[src/rtl/slave_port_pkg.sv]
// Shared serial-bus definitions used by both the master and slave ends of the bus.
package slave_port_pkg;

  localparam int SYS_ADDR_WIDTH       = 16;
  localparam int SYS_DATA_WIDTH       = 8;
  localparam int SLAVE_ADDR_WIDTH     = 4;
  localparam int SLAVE_MEM_ADDR_WIDTH = SYS_ADDR_WIDTH - SLAVE_ADDR_WIDTH;

  typedef enum logic {
    MODE_READ  = 1'b0,
    MODE_WRITE = 1'b1
  } bus_mode_e;

  function automatic int max_int(input int a, input int b);
    return (a > b) ? a : b;
  endfunction

endpackage

[src/rtl/slave_port_serial_shift_in.sv]
// Bit-indexed capture register: writes din into word[idx] on each enabled cycle.
module serial_shift_in #(
  parameter int WIDTH     = 8,
  parameter int IDX_WIDTH = 4
) (
  input  logic                 clk,
  input  logic                 rst,
  input  logic                 en,
  input  logic [IDX_WIDTH-1:0] idx,
  input  logic                 din,
  output logic [WIDTH-1:0]     word
);

  logic [WIDTH-1:0] word_r;

  // capture one serial bit at the addressed position
  always_ff @(posedge clk) begin
    if (rst) begin
      word_r <= '0;
    end else if (en) begin
      for (int i = 0; i < WIDTH; i++) begin
        if (idx == IDX_WIDTH'(i)) begin
          word_r[i] <= din;
        end
      end
    end
  end

  assign word = word_r;

endmodule

[src/rtl/slave_port.sv]
// Responder end of the serial system bus: collects address/write data bit-serially,
// issues one parallel device request, and streams read data back LSB first.
module slave_port
  import slave_port_pkg::*;
#(
  parameter  int ADDR_WIDTH = SYS_ADDR_WIDTH,
  parameter  int DATA_WIDTH = SYS_DATA_WIDTH,
  localparam int MEM_AW     = ADDR_WIDTH - SLAVE_ADDR_WIDTH
) (
  input  logic                  clk,
  input  logic                  rst,
  input  logic                  mwdata,
  input  logic                  mmode,
  input  logic                  mvalid,
  output logic                  srdata,
  output logic                  svalid,
  output logic                  sready,
  output logic [MEM_AW-1:0]     daddr,
  output logic [DATA_WIDTH-1:0] dwdata,
  output logic                  dmode,
  output logic                  dvalid,
  input  logic [DATA_WIDTH-1:0] drdata,
  input  logic                  dready
);

  localparam int CNT_W  = $clog2(max_int(MEM_AW, DATA_WIDTH));
  localparam int DIDX_W = $clog2(DATA_WIDTH);

  typedef enum logic [2:0] {
    ST_IDLE  = 3'd0,
    ST_ADDR  = 3'd1,
    ST_WDATA = 3'd2,
    ST_REQ   = 3'd3,
    ST_RDATA = 3'd4
  } state_e;

  state_e                  state_r, state_s;
  logic [CNT_W-1:0]        cnt_r, cnt_s;
  bus_mode_e               mode_r, mode_s;
  logic [DATA_WIDTH-1:0]   rdata_r;
  logic [MEM_AW-1:0]       addr_r;
  logic [DATA_WIDTH-1:0]   wdata_r;
  logic                    addr_en_s;
  logic                    wdata_en_s;
  logic                    rdata_ld_s;

  serial_shift_in #(.WIDTH(MEM_AW), .IDX_WIDTH(CNT_W)) u_addr_in (
    .clk  (clk),
    .rst  (rst),
    .en   (addr_en_s),
    .idx  (cnt_r),
    .din  (mwdata),
    .word (addr_r)
  );

  serial_shift_in #(.WIDTH(DATA_WIDTH), .IDX_WIDTH(CNT_W)) u_wdata_in (
    .clk  (clk),
    .rst  (rst),
    .en   (wdata_en_s),
    .idx  (cnt_r),
    .din  (mwdata),
    .word (wdata_r)
  );

  // state, bit counter, mode and read-data registers
  always_ff @(posedge clk) begin
    if (rst) begin
      state_r <= ST_IDLE;
      cnt_r   <= '0;
      mode_r  <= MODE_READ;
      rdata_r <= '0;
    end else begin
      state_r <= state_s;
      cnt_r   <= cnt_s;
      mode_r  <= mode_s;
      if (rdata_ld_s) begin
        rdata_r <= drdata;
      end
    end
  end

  // next-state and capture enables; bus inputs are only looked at while collecting bits
  always_comb begin
    state_s    = state_r;
    cnt_s      = cnt_r;
    mode_s     = mode_r;
    addr_en_s  = 1'b0;
    wdata_en_s = 1'b0;
    rdata_ld_s = 1'b0;
    case (state_r)
      ST_IDLE: begin
        if (mvalid) begin
          addr_en_s = 1'b1;
          mode_s    = bus_mode_e'(mmode);
          cnt_s     = CNT_W'(1);
          state_s   = ST_ADDR;
        end else begin
          state_s = ST_IDLE;
        end
      end
      ST_ADDR: begin
        if (mvalid) begin
          addr_en_s = 1'b1;
          if (cnt_r == CNT_W'(MEM_AW - 1)) begin
            cnt_s   = '0;
            state_s = (mode_r == MODE_WRITE) ? ST_WDATA : ST_REQ;
          end else begin
            cnt_s = cnt_r + CNT_W'(1);
          end
        end else begin
          state_s = ST_ADDR;
        end
      end
      ST_WDATA: begin
        if (mvalid) begin
          wdata_en_s = 1'b1;
          if (cnt_r == CNT_W'(DATA_WIDTH - 1)) begin
            cnt_s   = '0;
            state_s = ST_REQ;
          end else begin
            cnt_s = cnt_r + CNT_W'(1);
          end
        end else begin
          state_s = ST_WDATA;
        end
      end
      ST_REQ: begin
        if (dready) begin
          cnt_s = '0;
          if (mode_r == MODE_WRITE) begin
            state_s = ST_IDLE;
          end else begin
            rdata_ld_s = 1'b1;
            state_s    = ST_RDATA;
          end
        end else begin
          state_s = ST_REQ;
        end
      end
      ST_RDATA: begin
        if (cnt_r == CNT_W'(DATA_WIDTH - 1)) begin
          cnt_s   = '0;
          state_s = ST_IDLE;
        end else begin
          cnt_s = cnt_r + CNT_W'(1);
        end
      end
      default: begin
        cnt_s   = '0;
        state_s = ST_IDLE;
      end
    endcase
  end

  assign sready = (state_r == ST_IDLE);
  assign svalid = (state_r == ST_RDATA);
  assign dvalid = (state_r == ST_REQ);
  assign srdata = (state_r == ST_RDATA) ? rdata_r[cnt_r[DIDX_W-1:0]] : 1'b0;
  assign daddr  = addr_r;
  assign dwdata = wdata_r;
  assign dmode  = mode_r;

endmodule

[config.mk]
export PLATFORM = sky130hd
export DESIGN_NAME = slave_port
export DESIGN_NICKNAME = d
export VERILOG_FILES = /design/src/rtl/slave_port_pkg.sv /design/src/rtl/slave_port_serial_shift_in.sv /design/src/rtl/slave_port.sv
export SDC_FILE = /design/constraint.sdc
export NUM_CORES = 1
export LEC_CHECK = 0
export BUFFER_PORTS_ARGS = -buffer_cell sky130_fd_sc_hd__clkbuf_2
export CAP_MARGIN = 25
export CORE_UTILIZATION = 48
export DETAILED_ROUTE_END_ITERATION = 8
export PLACE_DENSITY = 0.73
export SYNTH_ARGS = -nofsm -noshare
export SYNTH_HDL_FRONTEND = slang
export SYNTH_HIERARCHICAL = 1
export SYNTH_SLANG_ARGS = --single-unit
[constraint.sdc]
create_clock -name clk -period 1.5 [get_ports clk]
set_input_delay 0 -clock clk [delete_from_list [all_inputs] [get_ports clk]]
set_output_delay 0 -clock clk [all_outputs]
set_load 0.03 [all_outputs]
==> results of run 1 <==
[tightest hold or removal path, cell delays in order]
cell and delay [ps]:
clkbuf_2 110, a31oi_1 170, nor4_1 70
[cells by family (layout without fill, tap and decap cells)]
group,count (synthesis),count (layout),share of synthesized area (%)
muxes,19,19,12.23
DFF,36,36,40.97
buffers and inverters,14,80,4.338
AOI/OAI and AO/OA,44,44,15.93
xor gates and xnor gates,1,1,0.4980
adders and majority gates,1,1,0.7111
and+or+nand+nor,79,79,25.32
[cell type report]
cell class              instances  area [µm²]
well taps                      46       57.56
inverters                       4       15.01
clock buffers                   7       65.06
multi-input cells             144        1030
clock inverters                 1       30.03
fillers                       262        1021
flip-flops and latches         36       728.2
repair buffers                 68       469.2
[where the power goes]
group / internal, mW / switching [mW]
Combinational: 0.102 / 0.119
Sequential: 0.969 / 0.0146
Clock: 0.442 / 0.328
[worst max-delay path by stage]
| stage | endpoint | slack (ps) | cells after the start |
|---|---|---|---|
| 4_1_cts | srdata | -110 | 5 |
| 3_5_place_dp | u_addr_in/word[3] | 0.9 | 5 |
| 2_1_floorplan | cnt_r[3] | 30 | 4 |
| 3_3_place_gp | cnt_r[3] | 50 | 6 |
| 5_1_grt | srdata | -160 | 5 |
| 6_report | srdata | -90 | 5 |
[per-stage QoR]
stage | setup TNS [ps] | cell area [µm²]
6_report | -120.2 | 2395
5_1_grt | -520.6 | 2395
4_1_cts | -105.1 | 2301
3_5_place_dp | 0 | 2059
3_3_place_gp | 0 | 2059
2_1_floorplan | 0 | 1760
[layer usage]
metal	vias up	wire length, µm	part of all wire [%]
met5	-	0	0
met4	0	92	2.2
met3	11	187	4.5
met2	49	2024	49
met1	761	1839	44
li1	825	-	-
[synth_stat cells (2+ instances only)]
| library cell | number | area [µm²] |
|---|---|---|
| o21ai_0 | 4 | 20.02 |
| nand2b_1 | 12 | 75.07 |
| nor4_1 | 2 | 12.51 |
| nor2b_1 | 2 | 12.51 |
| or3b_1 | 2 | 17.52 |
| inv_1 | 4 | 15.01 |
| dfxtp_1 | 36 | 720.7 |
| a211oi_1 | 13 | 97.59 |
| nor3b_2 | 4 | 50.05 |
| buf_4 | 2 | 15.01 |
| clkbuf_1 | 2 | 7.510 |
| a21oi_1 | 17 | 85.08 |
| nand3_1 | 4 | 20.02 |
| a31oi_1 | 2 | 12.51 |
| mux2i_1 | 17 | 170.2 |
| and3b_1 | 4 | 35.03 |
| clkbuf_2 | 2 | 10.01 |
| o211ai_1 | 2 | 15.01 |
| nor2_1 | 21 | 78.83 |
| nor3_1 | 5 | 25.02 |
| and2b_2 | 2 | 17.52 |
| nand2_1 | 15 | 56.30 |
| mux4_2 | 2 | 45.04 |
[flip-flops by register name, indices dropped and copies added, names as in the netlist]
| signal | cells |
|---|---|
| cnt_r | 4 |
| dmode | 1 |
| rdata_r | 8 |
| state_r | 3 |
| u_addr_in/word | 12 |
| u_wdata_in/word | 8 |
[what timing repair did]
item | CTS | global route
buffers inserted | 2 | 2
endpoints found under the hold margin | 11 | 0
setup endpoints to repair | 3 | 26
hold buffers | 10 | 0
resized for setup | 9 | 27
pin swaps | 4 | 8
gates cloned | 0 | 1
==> out/metrics.yaml, run 1 <==
drc: 0
cp-end-kind: "output port"
syn_area_um2: 1759
use_met2_pct: 38.86
ys_types: 41
finalClockSkew_ps: 6.658
hold_end: "state_r[1]"
finalSetupViolations: 2
slew_headroom_pct: 76.64
rsz0062_at_grt: "yes"
ys.flop_type: "dfxtp_1"
slowest_stage: "mux4_2"
place.port_buffers: 38
drt-initial-drc-count: 83
synth_nets: 209
path_buf_inv: 2
max_stage_delay_ps: 500
hold_start: "mvalid"
worstMarginPinSlew_ps: 346.1
violations: "setup timing"
arrival_ps: 1590
place_ws_ps: 0.9266
cts_root_buf: "clkbuf_4"
layout-drive-gt1-share_pct: 36.92
drt-wirelength-per-cell_um: 13.54
ant_nets: 0
antenna_found_initial: 0
dr.pass1.iters: 4
tritoncts: "done"
cts_max_path_buffers: 2
final-instance-count-excl-fill: 306
initial_utilization_pct: 51.50
hold_path_class: "primary input to flip-flop"
whs_ps: 33.55
synth_edf_count: 0
vias_per_cell: 5.379
routed_wl_um: 4144
critical_path_class: "flip-flop to output port"
vias: 1646
h-tree-depth: 2
dieArea_um2: 3911
reg2reg_to: "cnt_r[3]"
n_antenna_cell: 0
busiest_layer: "met2"
crit_fanout: 3
place.gp.congestion: 0.8640
place_hpwl_um: 2676
ys_ff_latch: 36
reg2reg_slack_ps: -30
seq_area_frac_synth_pct: 40.97
min_period_ps: 1587
row_count: 21
ir_drop_uv: 530.7
grtUsageMet1_pct: 26.11
maxCapViolCount: 0
powerDensity_nw_per_um2: 824.6
drv_slew: 0
period_share_pct: 105.8
syn_inst: 194
required_ps: 1500
grt_max_degree: 16
clk_pin_slew_worst_paths_ps: 110
grt_pass1_vias: 1540
hold_viol: 0
fmax_mhz: 630.2
fp.dieW_um: 62.54
cts_made_buffers: 5
cp_cell_sequence: "buf_8 > mux4_2 > nand2_2 > a21oi_2 > buf_6"
final_common_cell: "clkbuf_2"
yosysWarningCount: 6
leakagePower_nw: 1.017
core_um2: 3416
final_cell_mix: "clkbuf_2 (36), dfxtp_1 (32), nor2_1 (18)"
gr-total-overflow: 0
r2r-start: "cnt_r[0]"
power.total_mw: 1.975
r2r_cells: 6
status: "finished, violations left"
clock-sinks: 36
dp_cells: 283
critical-path-top-delay-family: "multiplexers"
clk_latency_ps: 350
area_growth_pct: 36.13
whs_path_depth: 3
grtUsageTotal_pct: 22.39
die_h_um: 62.54
io_pins: 39
async_flop_share_pct: 0
grt_pass1_wl_um: 6920
worst_slack_ps: -86.74
nets: 274
syn_avg_cell_area_um2: 9.068
crit_start: "cnt_r[0]"
startpoint_type: "flip-flop"
grtUsageMet3_pct: 5.109
final_util_pct: 70.11
Note: power is estimated with default switching activity, not from simulation.
==> run 2, diff against run 1 <==
--- a/config.mk
+++ b/config.mk
@@ -8,6 +8,7 @@
 export BUFFER_PORTS_ARGS = -buffer_cell sky130_fd_sc_hd__clkbuf_2
 export CAP_MARGIN = 25
 export CORE_UTILIZATION = 48
+export CTS_BUF_LIST = sky130_fd_sc_hd__clkbuf_16
 export DETAILED_ROUTE_END_ITERATION = 8
 export PLACE_DENSITY = 0.73
 export SYNTH_ARGS = -nofsm -noshare
==> run 2 against run 1 <==
  * The run still ends with setup timing left
  * Clock skew shrank 2.2 ps
  * Critical endpoint unchanged
  * Highest routed layer unchanged
  * Clock power grew 48%
  * Wire length shrank 5.2%
  * Register-to-register slack gained 110 ps
  * Sequential share of layout area shrank 0.24 points
==> out/metrics.yaml, run 2 (same netlist as run 1, synthesis figures left out) <==
drc: 0  # unchanged
h-tree-depth: 2  # unchanged
ir_drop_uv: 749.4  # +41%
power_switching_share_pct: 21.26  # -2.1 points
leakagePower_nw: 1.013  # -0.36%
dr.pass1.iters: 4  # unchanged
min_period_ps: 1501  # -86.14 ps
critical_path_class: "flip-flop to output port"
wl_met3_um: 116  # -38%
wl_met1_um: 1877  # +2.1%
fmax_mhz: 666.4  # +5.7%
switchingPower_mw: 0.4973  # +7.8%
die_h_um: 62.54  # unchanged
cts_max_path_buffers: 2  # unchanged
core_um2: 3416  # unchanged
initial_utilization_pct: 51.50  # unchanged
final_cell_mix: "clkbuf_2 (36), dfxtp_1 (34), nor2_1 (18), a21oi_1 (16), mux2i_1 (16)"
seq_area_um2: 723.2  # -0.69%
n_antenna_cell: 0  # unchanged
vias_per_cell: 5.315  # -1.2%
period_share_pct: 100.0  # -5.7 points
drv_slew: 0  # unchanged
area_growth_pct: 36.27
startpoint_type: "flip-flop"
top_layer: "met4"
status: "finished, violations left"
powerDensity_nw_per_um2: 975.7  # +18%
grt_pass1_wl_um: 6858  # -0.90%
nets: 270  # -1.5%
drt-wirelength-per-cell_um: 13.01  # -4.0%
layout-drive-gt1-share_pct: 33.98  # -2.9 points
power.total_mw: 2.339  # +18%
vias: 1605  # -2.5%
violations: "setup timing"
routed_wl_um: 3928  # -5.2%
grt_max_degree: 16  # unchanged
required_ps: 1500  # about the same
place.port_buffers: 38  # unchanged
dieArea_um2: 3911  # unchanged
clk_latency_ps: 270  # -80 ps
rsz0062_at_grt: "yes"
multi_input_area_um2: 1017  # -1.2%
wl_met2_um: 1894  # -6.4%
whs_ps: 84.26  # +50.72 ps
grt_pass1_vias: 1546  # +0.39%
fp.dieW_um: 62.54  # unchanged
cts_root_buf: "clkbuf_16"
place.gp.congestion: 0.8640  # unchanged
tritoncts: "done"
clock-sinks: 36  # unchanged
io_pins: 39  # unchanged
place_hpwl_um: 2676  # unchanged
internal_power_mw: 1.842  # +22%
finalClockSkew_ps: 4.482  # -2.176 ps
clk_pin_slew_worst_paths_ps: 50  # -60 ps
hold_path_class: "primary input to flip-flop"
maxCapViolCount: 0  # unchanged
antenna_found_initial: 0  # unchanged
hold_viol: 0  # unchanged
grtUsageTotal_pct: 21.88  # -0.51 points
largest_reg_flops: 12  # unchanged
cts_made_buffers: 5  # unchanged
crit_fanout: 3  # unchanged
arrival_ps: 1500  # -90 ps
cp-end-kind: "output port"
worst_slack_ps: -0.6037  # +86.14 ps
slew_headroom_pct: 79.13  # +2.5 points
combPwrFrac_pct: 9.3  # -1.9 points
drt-initial-drc-count: 63  # -24%
ant_nets: 0  # unchanged
final_common_cell: "clkbuf_2"
row_count: 21  # unchanged
worstMarginPinSlew_ps: 309.1  # -36.93 ps
fillers: 260  # -0.76%
clock_power_share_pct: 48.6  # +9.6 points
finalSetupViolations: 1  # -1
gr-total-overflow: 0  # unchanged
seq_power_share_pct: 42.1  # -7.7 points
## run 2: cell count changes in the layout (fill, tap and decap cells not counted), moves of 2 or more
| cell | before | now |
|---|---|---|
| clkbuf_4 | 5 | 1 |
| clkbuf_8 | 2 | 0 |
| clkinv_1 | 0 | 2 |
| buf_6 | 3 | 1 |
| dfxtp_1 | 32 | 34 |
| clkbuf_16 | 0 | 5 |
## run 2: final timing paths
kind,start,to,slack [ps],cells after the start
worst max register to register,state_r[2],cnt_r[3],80,5
worst min register to register,u_wdata_in/word[6],u_wdata_in/word[6],480,2
worst min-delay path,rst,u_addr_in/word[1],80,2
worst max-delay path,cnt_r[0],srdata,-0.6,5
## run 2: through the flow
step / utilization (%) / cells / cell area (µm²) / worst slack (ps) / setup TNS (ps)
floorplan: - / 194 / 1760 / 26.10 / 0
global placement: 60.29 / 283 / 2059 / 51.91 / 0
detailed placement: 60.29 / 283 / 2059 / 0.9266 / 0
CTS: 68.46 / 301 / 2338 / -17.59 / -17.59
global route: 70.18 / 302 / 2397 / -66.90 / -110.1
finish: 70.18 / 302 / 2397 / -0.6037 / -0.6037
## run 2: area by class of cell
cell class              count  area share [%]
clock inverters             3           1.566
clock buffers               5           5.219
repair buffers             64           17.59
well taps                  46           2.401
inverters                   4          0.6263
flip-flops and latches     36           30.17
multi-input cells         144           42.43
## run 2: power by group through the flow
stage / registers (mW) / clock network (mW) / logic (mW)
finish: 0.986 / 1.14 / 0.217
detailed placement: 1.00 / 0 / 0.183
floorplan: 1.02 / 0 / 0.102
global route: 0.988 / 1.19 / 0.238
CTS: 0.984 / 1.15 / 0.209
global placement: 1.00 / 0 / 0.182
## run 2: routing by layer
metal  vias up  global-route usage (%)
li1        822                       -
met1       744                   26.65
met2        34                   38.04
met3         5                   4.562
met4         0                   7.267
met5         -                       0
## run 2: what timing repair did
action,CTS,global route
endpoints found under the setup margin,3,33
setup buffers,1,0
pin swaps,4,3
gates resized for setup,5,20
hold buffers,9,0
gates cloned,0,1
endpoints found under the hold margin,9,0
## run 2: worst max-delay path, stage by stage, from the launching register on
cell and delay (ps):
dfxtp_2 340, buf_8 110, mux4_2 500, nand2_2 90
a21oi_2 50, buf_6 130
